**src/rtl/reg_disp_scan.sv**
```systemverilog
// Hex display of the selected register on an 8-digit multiplexed common-anode
// seven-segment display, plus a debounced button that steps the register select.
// Optional build macro DISP_SEL_EN: digits 7..6 show reg_sel, digit 6 dp lit.
module reg_disp_scan #(
  parameter int SCAN_DIV  = 100000,
  parameter int DB_CYCLES = 1000000
) (
  input  logic        clk,
  input  logic        rstn,
  input  logic        btn_next,
  input  logic [31:0] reg_data,
  output logic [4:0]  reg_sel,
  output logic [7:0]  an,
  output logic [7:0]  seg
);

  localparam int PW = $clog2(SCAN_DIV);
  localparam int CW = $clog2(DB_CYCLES);
  localparam logic [PW-1:0] PRESC_MAX = PW'(SCAN_DIV - 1);
  localparam logic [CW-1:0] CNT_MAX   = CW'(DB_CYCLES - 1);

  typedef enum logic [1:0] {
    IDLE,
    PRESS_WAIT,
    HELD,
    RELEASE_WAIT
  } db_state_e;

  function automatic logic [6:0] hex7(input logic [3:0] nib);
    case (nib)
      4'h0: hex7 = 7'h40;
      4'h1: hex7 = 7'h79;
      4'h2: hex7 = 7'h24;
      4'h3: hex7 = 7'h30;
      4'h4: hex7 = 7'h19;
      4'h5: hex7 = 7'h12;
      4'h6: hex7 = 7'h02;
      4'h7: hex7 = 7'h78;
      4'h8: hex7 = 7'h00;
      4'h9: hex7 = 7'h10;
      4'hA: hex7 = 7'h08;
      4'hB: hex7 = 7'h03;
      4'hC: hex7 = 7'h46;
      4'hD: hex7 = 7'h21;
      4'hE: hex7 = 7'h06;
      default: hex7 = 7'h0E;
    endcase
  endfunction

  // Scan path state
  logic [PW-1:0] presc_q, presc_d;
  logic [2:0]    idx_q, idx_d;
  logic [31:0]   snap_q, snap_d;
  logic [7:0]    an_q, an_d;
  logic [7:0]    seg_q, seg_d;
`ifdef DISP_SEL_EN
  logic [4:0]    sel_snap_q, sel_snap_d;
`endif

  // Button path state
  logic [1:0]    sync_q;
  db_state_e     state_q;
  logic [CW-1:0] cnt_q;
  logic [4:0]    reg_sel_q;

  logic       tick;
  logic       frame_start;
  logic [3:0] nib;
  logic       dp_n;
  logic       btn_s;
  logic       step;

  assign tick        = (presc_q == PRESC_MAX);
  assign frame_start = (idx_q == 3'd0);
  assign btn_s       = sync_q[1];

  // Digit 0 reads reg_data live because the snapshot loads on that same edge.
  always_comb begin
    // NOTE: every variable gets a default first, so no path leaves it unassigned and no latch is inferred.
    nib  = snap_q[{idx_q, 2'b00} +: 4];
    dp_n = 1'b1;
    if (frame_start) nib = reg_data[3:0];
`ifdef DISP_SEL_EN
    if (idx_q == 3'd6) begin
      nib  = sel_snap_q[3:0];
      dp_n = 1'b0;
    end
    if (idx_q == 3'd7) nib = {3'b000, sel_snap_q[4]};
`endif
  end

  always_comb begin
    presc_d = tick ? '0 : presc_q + PW'(1);
    idx_d   = idx_q;
    snap_d  = snap_q;
    an_d    = an_q;
    seg_d   = seg_q;
`ifdef DISP_SEL_EN
    sel_snap_d = sel_snap_q;
`endif
    if (tick) begin
      an_d  = ~(8'b1 << idx_q);
      seg_d = {dp_n, hex7(nib)};
      idx_d = idx_q + 3'd1;
      if (frame_start) begin
        snap_d = reg_data;
`ifdef DISP_SEL_EN
        sel_snap_d = reg_sel_q;
`endif
      end
    end
  end

  always_ff @(posedge clk) begin
    // NOTE: the snapshot is plain data, yet it is reset so a frame never shows stale values after rstn.
    if (!rstn) begin
      presc_q <= '0;
      idx_q   <= 3'd0;
      snap_q  <= 32'h0;
      an_q    <= 8'hFF;
      seg_q   <= 8'hFF;
`ifdef DISP_SEL_EN
      sel_snap_q <= 5'd0;
`endif
    end else begin
      // NOTE: non-blocking assignments so every register samples pre-edge values.
      presc_q <= presc_d;
      idx_q   <= idx_d;
      snap_q  <= snap_d;
      an_q    <= an_d;
      seg_q   <= seg_d;
`ifdef DISP_SEL_EN
      sel_snap_q <= sel_snap_d;
`endif
    end
  end

  // The step fires on the edge that leaves PRESS_WAIT, giving DB_CYCLES+1 of latency.
  assign step = (state_q == PRESS_WAIT) && btn_s && (cnt_q == CNT_MAX);

  always_ff @(posedge clk) begin
    if (!rstn) begin
      sync_q    <= 2'b00;
      state_q   <= IDLE;
      cnt_q     <= '0;
      reg_sel_q <= 5'd0;
    end else begin
      sync_q <= {sync_q[0], btn_next};
      if (step) reg_sel_q <= reg_sel_q + 5'd1;
      case (state_q)
        IDLE: begin
          if (btn_s) begin
            state_q <= PRESS_WAIT;
            cnt_q   <= '0;
          end
        end
        PRESS_WAIT: begin
          if (!btn_s)                state_q <= IDLE;
          else if (cnt_q == CNT_MAX) state_q <= HELD;
          else                       cnt_q   <= cnt_q + CW'(1);
        end
        HELD: begin
          if (!btn_s) begin
            state_q <= RELEASE_WAIT;
            cnt_q   <= '0;
          end
        end
        RELEASE_WAIT: begin
          if (btn_s)                 state_q <= HELD;
          else if (cnt_q == CNT_MAX) state_q <= IDLE;
          else                       cnt_q   <= cnt_q + CW'(1);
        end
        default: state_q <= IDLE;
      endcase
    end
  end

  assign reg_sel = reg_sel_q;
  assign an      = an_q;
  assign seg     = seg_q;

endmodule
```
**config.mk**
```make
export PLATFORM = sky130hd
export DESIGN_NAME = reg_disp_scan
export DESIGN_NICKNAME = d
export VERILOG_FILES = /design/src/rtl/reg_disp_scan.sv
export SDC_FILE = /design/constraint.sdc
export NUM_CORES = 1
export LEC_CHECK = 0
export CAP_MARGIN = 20
export CORE_ASPECT_RATIO = 2
export CORE_MARGIN = 1
export CORE_UTILIZATION = 45
export DETAILED_ROUTE_END_ITERATION = 7
export PLACE_DENSITY = 0.64
export REMOVE_ABC_BUFFERS = 1
export SYNTH_ARGS = -nofsm -noshare
export SYNTH_HDL_FRONTEND = slang
export SYNTH_SLANG_ARGS = --single-unit
```
**constraint.sdc**
```tcl
create_clock -name clk -period 3.15 [get_ports clk]
set_clock_uncertainty 0.15 [all_clocks]
set_input_delay 0.315 -clock clk [delete_from_list [all_inputs] [get_ports clk]]
set_output_delay 0.315 -clock clk [all_outputs]
set_load 0.02 [all_outputs]
```
Word level (Yosys, flattened, before mapping)
Memory sizes are Yosys's and may differ from the RTL's. A register that Yosys moved wholly into a read port is not among the register bits.
Index checks and enable logic that the tools add are counted.
{"block": "totals", "out_inout_bits": 21, "register_bits": 89, "rom_bits": 112, "ram_bits": 0, "in_bits": 35, "memories": 1, "latch_bits": 0}
{"block": "classes", "mul": 0, "bitwise_logic": 2, "n_eq_ne": 11, "n_div": 0, "addsub": 4, "n_mux": 14, "reduce_logical": 9, "n_shift": 2, "order_cmp": 0}
{"name": "(name not given)", "depth": 16, "word_bits": 7, "rd": 1, "rd_clocked_by_memory_dff": 1, "wr": 0, "line_no": "30", "rtl": "case (nib)"}
{"cell": "2-to-1 mux 20 bit", "n": 5}
{"cell": "one-hot mux 20 bit (4 select lines)", "n": 1}
{"cell": "variable part select 32 x 6 -> 4 bit", "n": 1}
{"cell": "adder 20 x 1 -> 20 bit, second input constant", "n": 1}
{"cell": "== test 20 bit, second input constant", "n": 1}
{"cell": "adder 17 x 1 -> 17 bit, second input constant", "n": 1}
{"cell": "== test 17 bit, second input constant", "n": 1}
{"cell": "2-to-1 mux 2 bit", "n": 6}
{"cell": "inequality test 2 bit, second input constant", "n": 4}
{"cell": "inverter 8 bit", "n": 1}
{"cell": "one-hot mux 2 bit (4 select lines)", "n": 1}
{"cell": "AND reduction 4 bit", "n": 2}
{"cell": "left shift 1 x 3 -> 8 bit, first input constant", "n": 1}
{"cell": "adder 5 x 1 -> 5 bit, second input constant", "n": 1}
{"cell": "== test 2 bit, second input constant", "n": 2}
{"cell": "2-to-1 mux 4 bit", "n": 1}
{"cell": "adder 3 x 1 -> 3 bit, second input constant", "n": 1}
{"cell": "logical NOT 3 bit", "n": 1}
{"cell": "inequality test 3 x 2 -> 1 bit, second input constant", "n": 1}
{"cell": "inequality test 3 bit, second input constant", "n": 1}
{"cell": "== test 2 x 1 -> 1 bit, second input constant", "n": 1}
{"cell": "logical AND 1 bit", "n": 2}
{"cell": "logical NOT 2 bit", "n": 1}
{"cell": "AND reduction 2 bit", "n": 1}
{"cell": "other kinds (3)", "n": 3}

Longest topological paths before layout
{"block": "depth", "ltp_word": 4, "ltp_mapped": 12, "ltp_nobuf": 10}

Least setup slack after synthesis
No wires, ideal clock.
{"block": "synth_path", "kind": "register -> register", "from": "register idx_q[0]", "to": "register seg_q[3], in the netlist seg[3]", "path_buffers": 2, "arrival_time_ns": 2.349, "t_required_ns": 2.862, "setup_slack_ns": 0.512, "stages_incl_launch_ff": 13, "cell_sequence": "dfxtp_1 > buf_6 > inv_1 > ha_1 > clkbuf_1 > nand2_1 > nand2_1 > o32ai_1 > inv_1 > ha_1 > mux2_2 > mux2i_1 > o211ai_1"}
{"block": "synth_via", "elab_chain_len": 2}
{"item": "start: declaration", "line_no": "52", "rtl": "logic [2:0] idx_q, idx_d;"}
{"item": "start signal: assignment", "line_no": "128", "rtl": "idx_q <= idx_d;"}
{"item": "variable part select 32 x 6 -> 4 bit or logical NOT 3 bit (tied branches)", "line_no": "80, 74"}
{"item": "2-to-1 mux 4 bit *", "line_no": "82", "rtl": "if (frame_start) nib = reg_data[3:0];"}
{"item": "end: declaration", "line_no": "55", "rtl": "logic [7:0] seg_q, seg_d;"}
Mark *: on every way between the ends. The rest lies on a longest branch, timed or not.
A chain may end at the register's enable or synchronous reset.

Final worst setup path
Same ends and word-level chain as after synthesis.

==> impl_results.md <==
* Switching part of the total at a little under a fifth
* Die Area at ~11000 um2
* # IOs at 56
* Worst hold path class: input pin to register
* Synthesized instance count at 517
* TritonCTS clock tree: done
* Sequential area share after synthesis at 41.9%
* Total Power at 2560 uW
* Post-route ant nets at 0
* RSZ-0062 raised after global routing: no
* Measured slew at the worst slew-check pin at 0.818 ns
* Final hold vios at 0
* 1st-iter DRT viols at ~150
* Wirelength per Cell at between 10 and 15 um
* Combinational Power Share at 4.3%
* Syn_area_per_cell at 8.87 um2
* Slew margin rel. at 45.3%
* Top layer in use: met4
* Slew Viols, Final at 0
* Cell Area, Placed at 5210 um2
* Layout cells sized above 1 at 7.04%
* Post-CTS Hold Buffers at 0
* Ys async rst share at 0%
* Arr. time, crit path at 2.73 ns
* Footprint of the multi-input gates at 2490 um2
* CP Max Fanout at 8
* Synth Warn # at 0
* Share of the clock period used by the worst path at 85.2%
* Initial core utilization at 46.7%
* Final Critical Period at about 2.7 ns
* Cell area after synthesis at 4580 um2
* Maxcap violations at 0
* Die Y at between 100 and 150 um
* Final setup viols at 0
* Pre-antenna DRT Iters at 6
* Overflow after GRT at 0
* DRC Markers at 0
* Clk_lat worst skew at 0.34 ns
* Antenna violations before repair at 0
* H-tree depth at 3
* Status: complete, no violations
* Switch Pwr at 488 uW
* Sequential share of power at 47.7%
* DP Cell Count at between 600 and 700
* Worst hold margin at 0.184 ns
* Worst Setup End Kind: register
* Clk pwr share at 47.9%
* WL met3 at roughly 340 um
* Maximum clock rate at about 0.37 GHz
* PostCTS Resize Cnt at 0
* Worst vdd ir at 0.379 mV
* Vias in the first global route at about 3800
* FF/Latch Area at 1920 um2
* Register bit count reported by yosys at 96
* M1 WL at 3840 um
* Final wirelength at 10000 um
* First-pass GRT wire length at 16900 um
* PwrDens at around 460 nW/um2
* Wire length on met2 at 5530 um
* ANT cells at 0
* Routed vias/inst at 5.28
* Clock Pin Slew Worst Setup and Hold Paths at 0.06 ns
* Maximum clock insertion buffer count at 2
* CTS buffer count at 9
* Setup CP Type: register to register
* Layout overhead on the synthesized area at 21.0%
* Crit path required time at 3.20 ns
* Postcts setup bufs at 0
* Sum Neg Setup Slack at 0 ns
* Largest net degree at the start of global routing at 35
* FP Rows at just over 50
* Clk root buf: clkbuf_16
* Post-synth EDFFs at 0
* CP startpoint kind: register
* Static Leakage at ~0.0021 uW
* Post-DP HPWL at 7650 um
* Filler instances at between 900 and 1000
* Die W at about 73 um
* Port bufs at 54
* Via count at ~3700
* Top FF cell, synth: dfxtp_1
* Gr usage total at 20.7%
* GPL Wtd Cong at about 0.89
* Pint at slightly above 2000 uW
* Nets at 612
* Design area at 5550 um2
* Clock sinks at 96
* Non-Filler Instances at 700
* Yosys cell types at 57
* Core Area at 9830 um2
[final cells by class]
type / count / share of cell area [%]
Tap cell: 132 / 2.98
Inverter: 8 / 0.541
Multi-Input combinational cell: 386 / 44.9
Timing Repair Buffer: 63 / 10.9
Clock buffer: 12 / 4.44
Clock inverter: 3 / 1.62
Sequential cell: 96 / 34.6
[metrics by stage]
step / setup WS (ns) / utilization (%)
after floorplan: 0.464 / -
after global placement: 0.633 / 53.0
after detailed placement: 0.493 / 53.0
after CTS: 0.463 / 56.5
after global routing: 0.269 / 56.5
final: 0.466 / 56.5
[power groups by stage]
stage	combinational, uW	sequential [uW]	clock, uW
after global placement	110	1250	0
after floorplan	44.6	1250	0
after CTS	112	1220	1260
after global routing	123	1220	1290
after detailed placement	111	1250	0
final	111	1220	1230
[cells in the mapped netlist, types with 2 or more instances]
library cell	n	area (um2)
nor4b_1	2	17.5
xor2_1	24	210
mux2i_1	10	100
o2111ai_1	2	17.5
nor3_1	4	20.0
a222oi_1	2	20.0
nand2_1	100	375
a21oi_1	7	35.0
a32oi_1	2	17.5
nor4_1	2	12.5
inv_1	8	30.0
xnor2_1	12	105
a31oi_1	2	12.5
nor2_1	38	143
buf_4	2	15.0
ha_1	13	163
a21boi_0	34	255
nor3b_1	3	22.5
nand3_1	14	70.1
o21ai_0	12	60.1
buf_2	7	35.0
mux2_2	8	90.1
o211ai_1	5	37.5
clkbuf_1	14	52.6
mux4_1	2	52.6
nand4_1	15	93.8
buf_6	3	33.8
and4b_1	2	20.0
nor2b_1	6	37.5
and4_1	6	52.6
or3_1	4	25.0
dfxtp_1	96	1920
and3_1	16	100
and2_1	17	106
[worst paths after layout]
path,from,depth (start not counted),slack [ns],endpoint
worst min register to register,sync_q[0],1,0.29,sync_q[1]
worst min-delay path,rstn,2,0.18,reg_sel[1]
worst max-delay path,idx_q[0],9,0.47,seg[3]
worst max register to register,idx_q[0],9,0.47,seg[3]
[layer usage]
metal / vias to the layer above / track usage [%]
met1: 1706 / 20.3
met2: 86 / 40.0
li1: 1878 / -
met3: 23 / 3.81
met5: - / 0
met4: 0 / 9.92
[flip-flops by register name, indices dropped and copies added (netlist names), named ones only]
register,flops
an,8
cnt_q,20
idx_q,3
presc_q,17
reg_sel,5
seg,7
snap_q,32
state_q,1
sync_q,2
[cell families (layout without fill, tap and decap cells)]
group           Yosys count  count (layout)  share of synthesized area, %
compound gates           78              78                          12.2
xor+xnor                 36              36                          6.88
fa+ha+maj                13              13                          3.55
buf+inv                  35              86                          3.71
flops                    96              96                          41.9
mux                      22              22                          6.11
other cells               1               1                        0.0818
simple gates            236             236                          25.5
[cells in the final DEF (no fill, tap or decap), types with 7 or more instances in the layout]
master	n
a21boi_0	34
a21oi_1	7
and2_1	17
and3_1	16
buf_4	9
clkbuf_16	9
clkdlybuf4s50_1	53
dfxtp_1	96
ha_1	13
inv_1	8
mux2_2	8
mux2i_1	10
nand2_1	100
nand3_1	14
nand4_1	15
nor2_1	38
o21ai_0	12
xnor2_1	12
xor2_1	24
[worst max-delay path, cell delays in order, from the launching register on]
cell,delay [ns]
dfxtp_1,0.31
inv_1,0.13
ha_1,0.35
nor3_1,0.09
o32ai_1,0.58
inv_1,0.16
ha_1,0.27
mux2_2,0.28
mux2i_1,0.13
o211ai_1,0.10
Power figures use the tool's default switching activity.
